### config.mk
export PLATFORM = sky130hd
export DESIGN_NAME = divide_sequencer
export DESIGN_NICKNAME = d
export VERILOG_FILES = /design/src/rtl/divide_pkg.sv /design/src/rtl/divide_iter_counter.sv /design/src/rtl/divide_sequencer.sv
export SDC_FILE = /design/constraint.sdc
export NUM_CORES = 1
export LEC_CHECK = 0
export ABC_CLOCK_PERIOD_IN_PS = 1500
export BUFFER_PORTS_ARGS = -buffer_cell sky130_fd_sc_hd__buf_2
export CORE_MARGIN = 2
export CORE_UTILIZATION = 40
export DETAILED_ROUTE_END_ITERATION = 10
export GPL_TIMING_DRIVEN = 0
export PLACE_DENSITY = 0.71
export SLEW_MARGIN = 20
export SYNTH_ARGS = -nofsm -noshare
export SYNTH_HDL_FRONTEND = slang
export SYNTH_HIERARCHICAL = 1
export SYNTH_SLANG_ARGS = --single-unit
export TNS_END_PERCENT = 30
### constraint.sdc
create_clock -name Clock -period 1.5 [get_ports Clock]
set_clock_uncertainty 0.15 [all_clocks]
set_input_delay 0.15 -clock Clock [delete_from_list [all_inputs] [get_ports Clock]]
set_output_delay 0.15 -clock Clock [all_outputs]
set_load 0.005 [all_outputs]
### src/rtl/divide_pkg.sv
// Shared types and sizing helpers for the signed restoring divider sequencer.
package divide_pkg;

    localparam int unsigned WIDTH_DEFAULT = 8;

    typedef enum logic [2:0] {
        IDLE  = 3'd0,
        LOAD  = 3'd1,
        SHIFT = 3'd2,
        TRIAL = 3'd3,
        SIGN  = 3'd4,
        STORE = 3'd5,
        DONE  = 3'd6
    } state_t;

    // Iteration counter width; never narrower than one bit.
    function automatic int unsigned cnt_w(input int unsigned width);
        int unsigned w;
        w = $clog2(width);
        return (w < 1) ? 1 : w;
    endfunction

endpackage

### src/rtl/divide_iter_counter.sv
// Iteration counter for the divide sequencer: clear, saturating increment,
// last-iteration flag, and a scan-shift path through all its bits.
module divide_iter_counter
    import divide_pkg::*;
#(
    parameter int unsigned WIDTH = WIDTH_DEFAULT,
    localparam int unsigned CNT_W = cnt_w(WIDTH)
) (
    input  logic clk,
    input  logic rst_n,
    input  logic scan_en,
    input  logic scan_bit,
    input  logic clear,
    input  logic incr,
    output logic last,
    output logic msb
);

    logic [CNT_W-1:0] count;

    assign last = (count == CNT_W'(WIDTH - 1));
    assign msb  = count[CNT_W-1];

    always_ff @(posedge clk or negedge rst_n) begin
        if (!rst_n) begin
            count <= '0;
        end else if (scan_en) begin
            // Truncating cast keeps the shift legal when CNT_W is 1.
            count <= CNT_W'({count, scan_bit});
        end else if (clear) begin
            count <= '0;
        end else if (incr && !last) begin
            count <= count + CNT_W'(1);
        end
    end

endmodule

### src/rtl/divide_sequencer.sv
// Control FSM sequencing a WIDTH-slice divider array through one signed
// restoring division: load magnitudes, WIDTH shift/trial steps, sign fix, store.
module divide_sequencer
    import divide_pkg::*;
#(
    parameter int unsigned WIDTH = WIDTH_DEFAULT
) (
    input  logic Clock,
    input  logic nReset,
    input  logic Test,
    input  logic SDI,
    output logic SDO,
    input  logic Start,
    input  logic Op1_Sign,
    input  logic Op2_Sign,
    input  logic Op2_Zero,
    input  logic Trial_Cout,
    output logic Busy,
    output logic Done,
    output logic Div_Err,
    output logic LOAD_DIVL,
    output logic LOAD_DIVH,
    output logic LOAD_ACC,
    output logic INV_OP1,
    output logic INV_OP2,
    output logic OP1_INV_Cin,
    output logic OP2_INV_Cin,
    output logic DIVH_P,
    output logic RESULT_P,
    output logic INV_RESULT,
    output logic RESULT_INV_Cin,
    output logic INV_REM,
    output logic ACC_INV_Cin,
    output logic STORE_QUOT,
    output logic STORE_REM
);

    state_t state;
    logic   sa;
    logic   sb;
    logic   div_err;
    logic   cnt_last;
    logic   cnt_msb;
    logic   cnt_clear;
    logic   cnt_incr;

    assign cnt_clear = (state == LOAD) && !Test;
    assign cnt_incr  = (state == TRIAL) && !Test;

    divide_iter_counter #(
        .WIDTH (WIDTH)
    ) u_counter (
        .clk      (Clock),
        .rst_n    (nReset),
        .scan_en  (Test),
        .scan_bit (state[2]),
        .clear    (cnt_clear),
        .incr     (cnt_incr),
        .last     (cnt_last),
        .msb      (cnt_msb)
    );

    // Scan order: SDI -> state[0..2] -> counter -> sa -> sb -> SDO.
    always_ff @(posedge Clock or negedge nReset) begin
        if (!nReset) begin
            state   <= IDLE;
            sa      <= 1'b0;
            sb      <= 1'b0;
            div_err <= 1'b0;
        end else if (Test) begin
            state <= state_t'({state[1:0], SDI});
            sa    <= cnt_msb;
            sb    <= sa;
        end else begin
            case (state)
                IDLE: begin
                    if (Start) begin
                        sa      <= Op1_Sign;
                        sb      <= Op2_Sign;
                        div_err <= 1'b0;
                        state   <= LOAD;
                    end
                end
                LOAD: begin
                    if (Op2_Zero) begin
                        div_err <= 1'b1;
                        state   <= DONE;
                    end else begin
                        state <= SHIFT;
                    end
                end
                SHIFT:   state <= TRIAL;
                TRIAL:   state <= cnt_last ? SIGN : SHIFT;
                SIGN:    state <= STORE;
                STORE:   state <= DONE;
                DONE:    state <= IDLE;
                default: state <= IDLE;
            endcase
        end
    end

    assign SDO     = sb;
    assign Div_Err = div_err;

    // Controls decode straight from the state register, so scan gating and
    // resume-after-scan need no extra output state.
    always_comb begin
        Busy           = 1'b0;
        Done           = 1'b0;
        LOAD_DIVL      = 1'b0;
        LOAD_DIVH      = 1'b0;
        LOAD_ACC       = 1'b0;
        INV_OP1        = 1'b0;
        INV_OP2        = 1'b0;
        OP1_INV_Cin    = 1'b0;
        OP2_INV_Cin    = 1'b0;
        DIVH_P         = 1'b0;
        RESULT_P       = 1'b0;
        INV_RESULT     = 1'b0;
        RESULT_INV_Cin = 1'b0;
        INV_REM        = 1'b0;
        ACC_INV_Cin    = 1'b0;
        STORE_QUOT     = 1'b0;
        STORE_REM      = 1'b0;
        if (!Test) begin
            Busy = (state != IDLE);
            case (state)
                LOAD: begin
                    LOAD_DIVL   = 1'b1;
                    LOAD_DIVH   = 1'b1;
                    LOAD_ACC    = 1'b1;
                    INV_OP1     = sa;
                    OP1_INV_Cin = sa;
                    INV_OP2     = sb;
                    OP2_INV_Cin = sb;
                end
                SHIFT: DIVH_P = 1'b1;
                TRIAL: RESULT_P = Trial_Cout;
                SIGN: begin
                    INV_RESULT     = sa ^ sb;
                    RESULT_INV_Cin = sa ^ sb;
                    INV_REM        = sa;
                    ACC_INV_Cin    = sa;
                end
                STORE: begin
                    STORE_QUOT = 1'b1;
                    STORE_REM  = 1'b1;
                end
                DONE:    Done = 1'b1;
                default: ;
            endcase
        end
    end

endmodule

==> flow_metrics.env, run 1 <==
export IMPL_crit_required_ns=1.20
export IMPL_place_ws_ns=-0.222
export IMPL_critPathKind="register to output port"
export IMPL_hold_path_class="input pin to register"
export IMPL_final_max_slew_violation_count=0
export IMPL_cap_violations=0
export IMPL_status="complete, but fails checks"
export IMPL_cts_max_level=1
export IMPL_drc=0
export IMPL_synth_top_area_share_pct=32.8
export IMPL_power_density_nw_per_um2=1150
export IMPL_synth_edff_count=0
export IMPL_grt_max_degree=11
export IMPL_peakVddDrop_uv=710
export IMPL_cts_root_buf="clkbuf_4"
export IMPL_cp_start_kind="register"
export IMPL_fp_dieH_um=45.4
export IMPL_syn_nets=80
export IMPL_grt_first_pass_wirelength_mm=2.81
export IMPL_synth_ff_latch_count=9
export IMPL_yosysSeqAreaShare_pct=32.8
export IMPL_port_buffers=27
export IMPL_ys_types=30
export IMPL_ant_nets=0
export IMPL_cts_made_buffers=3
export IMPL_synth_warnings=6
export IMPL_setup_worst_path_end_class="output port"
export IMPL_ios=28
export IMPL_clock_latency_ns=0.26
export IMPL_clk_pin_slew_worst_paths_ns=0.07
export IMPL_synthCells=69
export IMPL_cts_tree="yes"
export IMPL_drtIter0Drc=4
export IMPL_drtPass1Iterations=4
export IMPL_clock_sinks=9
export IMPL_wirelength_mm=1.81
export IMPL_cts_path_max_buffers=2
export IMPL_hold_slack_ns=0.0149
export IMPL_antenna_found_initial=0
export IMPL_fp_dieW_um=45.4
export IMPL_rsz0062_at_grt="true"
export IMPL_routed_via_count=686
export IMPL_hpwl_mm=1.11
export IMPL_coreArea_um2=1560
export IMPL_layout_nets=130
export IMPL_setup_viol=22
export IMPL_drive_above_1_share_pct=62.7
export IMPL_achievable_frequency_mhz=568
export IMPL_fin_area_um2=1120
export IMPL_yosys_top_cells_area="dfrtp_1 (33%), buf_4 (9.8%), mux2i_1 (5.8%)"
export IMPL_grt_use_total_pct=19.5
export IMPL_fin_ws_ns=-0.261
export IMPL_via_per_inst=5.12
export IMPL_grt_overflow_total=0
export IMPL_syn2layout_area_growth_pct=63.0
export IMPL_num_rows=14
export IMPL_avgSynthCellArea_um2=9.96
export IMPL_grt_pass1_vias=616
export IMPL_synth_common_cells="buf_4 (9), dfrtp_1 (9), nand2_1 (6)"
export IMPL_slew_headroom_pct=78.2
export IMPL_period_needed_ns=1.76
export IMPL_hold_viol_final=0
export IMPL_synth_top_area_cell="dfrtp_1"
export IMPL_violations="setup timing"
export IMPL_fin_crit_sh_pct=117
export IMPL_arrival_ns=1.46
export IMPL_initial_core_util_pct=44.1
export IMPL_wl_per_cell_um=13.5
export IMPL_n_antenna_cell=0
export IMPL_post_dp_cell_area_um2=848
export IMPL_leakagePower_nw=0.580
export IMPL_die_area_um2=2060
export IMPL_syn_area_um2=687
export IMPL_critical_path_max_fanout=6
export IMPL_place_gp_congestion=0.710
export IMPL_synth_main_ff_cell="dfrtp_1"
export IMPL_worst_slew_pin_slew_ns=0.326
export IMPL_async_flop_share_pct=100
==> path summary, 6_finish.rpt <==
kind / cells past startpoint / start / to / slack [ns]
max: 5 / state[1]$_DFFE_PN0P_ / LOAD_DIVL / -0.26
min: 3 / Op2_Sign / SDO$_DFFE_PN0P_ / 0.01
max reg2reg: 6 / state[1]$_DFFE_PN0P_ / sa$_DFFE_PN0P_ / -0.18
min reg2reg: 2 / u_counter/count[1]$_DFFE_PN0P_ / u_counter/count[2]$_DFFE_PN0P_ / 0.39
max in group asynchronous: 2 / nReset / state[0]$_DFFE_PN0P_ / 0.86
min in group asynchronous: 2 / nReset / SDO$_DFFE_PN0P_ / 0.12
==> timing repair <==
action,CTS,global route
gates resized for setup,13,10
hold buffers,3,0
endpoints found under the setup margin,20,22
endpoints found under the hold margin,11,0
pin swaps,6,6
buffers inserted,8,7
==> sequential cells by signal, summed over array words and instances (netlist names) <==
name and flops:
Div_Err 1, SDO 1, sa 1, state 3, u_counter/count 3
==> layer usage <==
layer	GRT usage (%)	vias up	part of all wire [%]
met5	0	-	0
met4	7.06	0	1.2
met3	4.76	4	6.1
met2	32.7	29	51
met1	24.0	316	41
li1	-	337	-
==> logic make-up after synthesis <==
logic type / count (synthesis) / share of synthesized area, %
xor+xnor: 2 / 2.55
compound gates: 15 / 15.7
fa+ha+maj: 2 / 3.64
mux: 4 / 5.83
buf+inv: 12 / 12.7
flops: 9 / 32.8
simple gates: 25 / 26.8
==> cells in the final DEF, fill, tap and decap left out, types with 2 or more instances in the layout <==
cell	instances
a21oi_1	3
and3_4	2
buf_2	24
buf_4	17
buf_6	11
clkbuf_4	3
dfrtp_1	8
dlygate4sd3_1	3
ha_2	2
mux2i_1	4
nand2_1	6
nand2b_4	3
nor2_1	2
nor3_1	2
nor3_4	2
o21ai_1	4
o31ai_1	4
==> worst max-delay path: stages (launching register included) <==
cell	delay, ns
dfrtp_1	0.40
buf_6	0.15
nor3_4	0.24
and2_4	0.22
buf_6	0.10
buf_6	0.08
==> per-stage QoR <==
stage                     cells  power [mW]  setup TNS (ns)  util, %
final                       134        1.29           -3.45     71.8
after global routing        134        1.38           -5.08     71.8
after CTS                   127        1.17           -2.31     65.2
after detailed placement    112       0.850           -1.07     54.4
after global placement      112       0.838          -0.807     54.4
after floorplan              69       0.723               0        -
==> cell type report <==
cell class,count,area [µm²]
inverters,1,3.75
plain buffers,11,103
fillers,123,439
clock buffers,4,26.3
multi-input cells,48,429
flip-flops and latches,9,226
well taps,16,20.0
repair buffers,45,312
==> power breakdown <==
part	total, mW	switching (mW)	internal (mW)
Clock	0.195	0.0926	0.103
Combinational	0.711	0.319	0.392
Sequential	0.383	0.0707	0.313
Note: power is estimated with default switching activity, not from simulation.
==> inputs of run 2 (changes only) <==
--- a/config.mk
+++ b/config.mk
@@ -12,6 +12,8 @@
 export DETAILED_ROUTE_END_ITERATION = 10
 export GPL_TIMING_DRIVEN = 0
 export PLACE_DENSITY = 0.71
+export REMOVE_ABC_BUFFERS = 1
+export SKIP_CTS_REPAIR_TIMING = 1
 export SLEW_MARGIN = 20
 export SYNTH_ARGS = -nofsm -noshare
 export SYNTH_HDL_FRONTEND = slang
==> run 2 against run 1 <==
  * The run still ends with setup timing left
  * Maximum frequency grew 3.8%
  * Power shrank 6.3%
  * Wire length grew 7.1%
  * Global-route usage shrank 5.6 points
  * Utilization shrank 8.7 points
  * Hold slack lost 0.0061 ns
  * Flip-flop and latch count is the same
  * Critical path type unchanged
==> flow_metrics.env, run 2 (same netlist as run 1, synthesis figures left out) <==
export IMPL_syn2layout_area_growth_pct=43.4
export IMPL_reg2reg_depth=6
export IMPL_slew_headroom_pct=76.8
export IMPL_critical_path_max_fanout=7
export IMPL_status="complete, but fails checks"
export IMPL_hold_viol_final=0
export IMPL_final_common_cell="buf_2"
export IMPL_cts_root_buf="clkbuf_4"
export IMPL_initial_core_util_pct=44.1
export IMPL_cts_path_max_buffers=2
export IMPL_clk_pin_slew_worst_paths_ns=0.07
export IMPL_routed_via_count=681
export IMPL_clock_latency_ns=0.27
export IMPL_antenna_found_initial=0
export IMPL_worst_slew_pin_slew_ns=0.348
export IMPL_grt_first_pass_wirelength_mm=1.98
export IMPL_fp_dieH_um=45.4
export IMPL_cts_max_level=1
export IMPL_setup_viol=22
export IMPL_critPathKind="register to output port"
export IMPL_layout_nets=119
export IMPL_cp_slowest_cell="dfrtp_2"
export IMPL_r2r_end="u_counter/count[2]$_DFFE_PN0P_"
export IMPL_port_buffers=27
export IMPL_power_density_nw_per_um2=1230
export IMPL_rrSetupSlack_ns=-0.15
export IMPL_final_cell_mix="buf_2 (26), buf_4 (13), dfrtp_1 (6), nand2_1 (6)"
export IMPL_cts_tree="yes"
export IMPL_cts_made_buffers=3
export IMPL_hold_path_class="input pin to register"
export IMPL_violations="setup timing"
export IMPL_worstPathCellList="buf_4 > nor4b_4 > buf_2"
export IMPL_fp_dieW_um=45.4
export IMPL_fin_ws_ns=-0.196
export IMPL_cap_violations=0
export IMPL_hold_path_depth=3
export IMPL_hpwl_um=986
export IMPL_hp_start="Op2_Sign"
export IMPL_drc=0
export IMPL_via_per_inst=5.54
export IMPL_num_rows=14
export IMPL_grt_use_total_pct=13.9
export IMPL_critPathTopFamily="flip-flops"
export IMPL_top_regs="state: 3 flops, u_counter/count: 3 flops"
export IMPL_leakagePower_nw=0.507
export IMPL_grt_pass1_vias=451
export IMPL_peakVddDrop_uv=578
export IMPL_place_ws_ns=-0.330
export IMPL_place_gp_congestion=0.787
export IMPL_die_area_um2=2060
export IMPL_drtIter0Drc=15
export IMPL_wl_per_cell_um=15.8
export IMPL_min_to="SDO$_DFFE_PN0P_"
export IMPL_final_max_slew_violation_count=0
export IMPL_wirelength_mm=1.94
export IMPL_arrival_ns=1.40
export IMPL_grt_overflow_total=0
export IMPL_grt_max_degree=19
export IMPL_cp_start_kind="register"
export IMPL_n_antenna_cell=0
export IMPL_path_buf_inv=2
export IMPL_setup_worst_path_end_class="output port"
export IMPL_rsz0062_at_grt="true"
export IMPL_crit_required_ns=1.20
export IMPL_drive_above_1_share_pct=58.9
export IMPL_drtPass1Iterations=4
export IMPL_achievable_frequency_mhz=590
export IMPL_coreArea_um2=1560
export IMPL_fin_crit_sh_pct=113
export IMPL_ios=28
export IMPL_power_mw=1.21
export IMPL_ant_nets=0
export IMPL_post_route_util_pct=63.2
export IMPL_r2r_start="state[1]$_DFFE_PN0P_"
export IMPL_clock_sinks=9
export IMPL_critPathMaxStageDelay_ns=0.50
export IMPL_period_needed_ns=1.70
-- run 2: changes by cell type in the layout (fill, tap and decap cells not counted), moves of 2 or more --
cell	previous run	this run
dfrtp_1	8	6
dfrtp_2	1	3
buf_2	24	26
buf_4	17	13
and3_1	0	2
and3_4	2	0
buf_6	11	2
-- run 2: per-stage QoR --
stage          hold slack (ns)  instances  TNS (ns)  cell area [µm²]
4_1_cts                 -0.432        105     -6.52              785
3_5_place_dp            -0.132        101     -1.71              758
5_1_grt                 0.0442        123     -4.48              985
2_1_floorplan           -0.296         58    -0.165              603
6_report               0.00875        123     -3.01              985
3_3_place_gp            -0.137        101     -1.59              758
-- run 2: cell type report --
cell class / instances / area (µm²)
multi-input combinational: 48 / 420
sequential: 9 / 229
timing repair buffer: 45 / 285
fill: 130 / 574
clock buffer: 4 / 26.3
inverter: 1 / 3.75
tap: 16 / 20.0
-- run 2: worst max path at each step --
| stage | startpoint | slack (ns) | to | cells past startpoint |
|---|---|---|---|---|
| 2_1_floorplan | state[1]$_DFFE_PN0P_ | -0.06 | u_counter/count[0]$_DFFE_PN0P_ | 5 |
| 3_3_place_gp | state[0]$_DFFE_PN0P_ | -0.26 | u_counter/count[2]$_DFFE_PN0P_ | 5 |
| 3_5_place_dp | state[0]$_DFFE_PN0P_ | -0.33 | u_counter/count[2]$_DFFE_PN0P_ | 5 |
| 4_1_cts | state[0]$_DFFE_PN0P_ | -0.47 | RESULT_P | 4 |
| 5_1_grt | state[2]$_DFFE_PN0P_ | -0.28 | INV_RESULT | 3 |
| 6_report | state[1]$_DFFE_PN0P_ | -0.20 | ACC_INV_Cin | 3 |
-- run 2: power by group --
group	internal (mW)	switching, mW	leakage [nW]
clock network	0.103	0.0979	0.0150
logic	0.308	0.267	0.380
registers	0.316	0.116	0.112
-- run 2: worst reg2reg max path, stage by stage (launching register included) --
cell and delay [ns]:
dfrtp_2 0.50, nand2b_4 0.09, nor3_4 0.21, buf_6 0.13, nand2b_4 0.06, mux2i_1 0.12, o31ai_1 0.28
-- run 2: layer usage --
metal,global-route usage (%),share of wire (%),up-vias
met5,0,0,-
met4,7.06,3.8,0
met3,5.95,5.7,6
met2,19.7,55,25
met1,17.8,35,330
li1,-,-,320
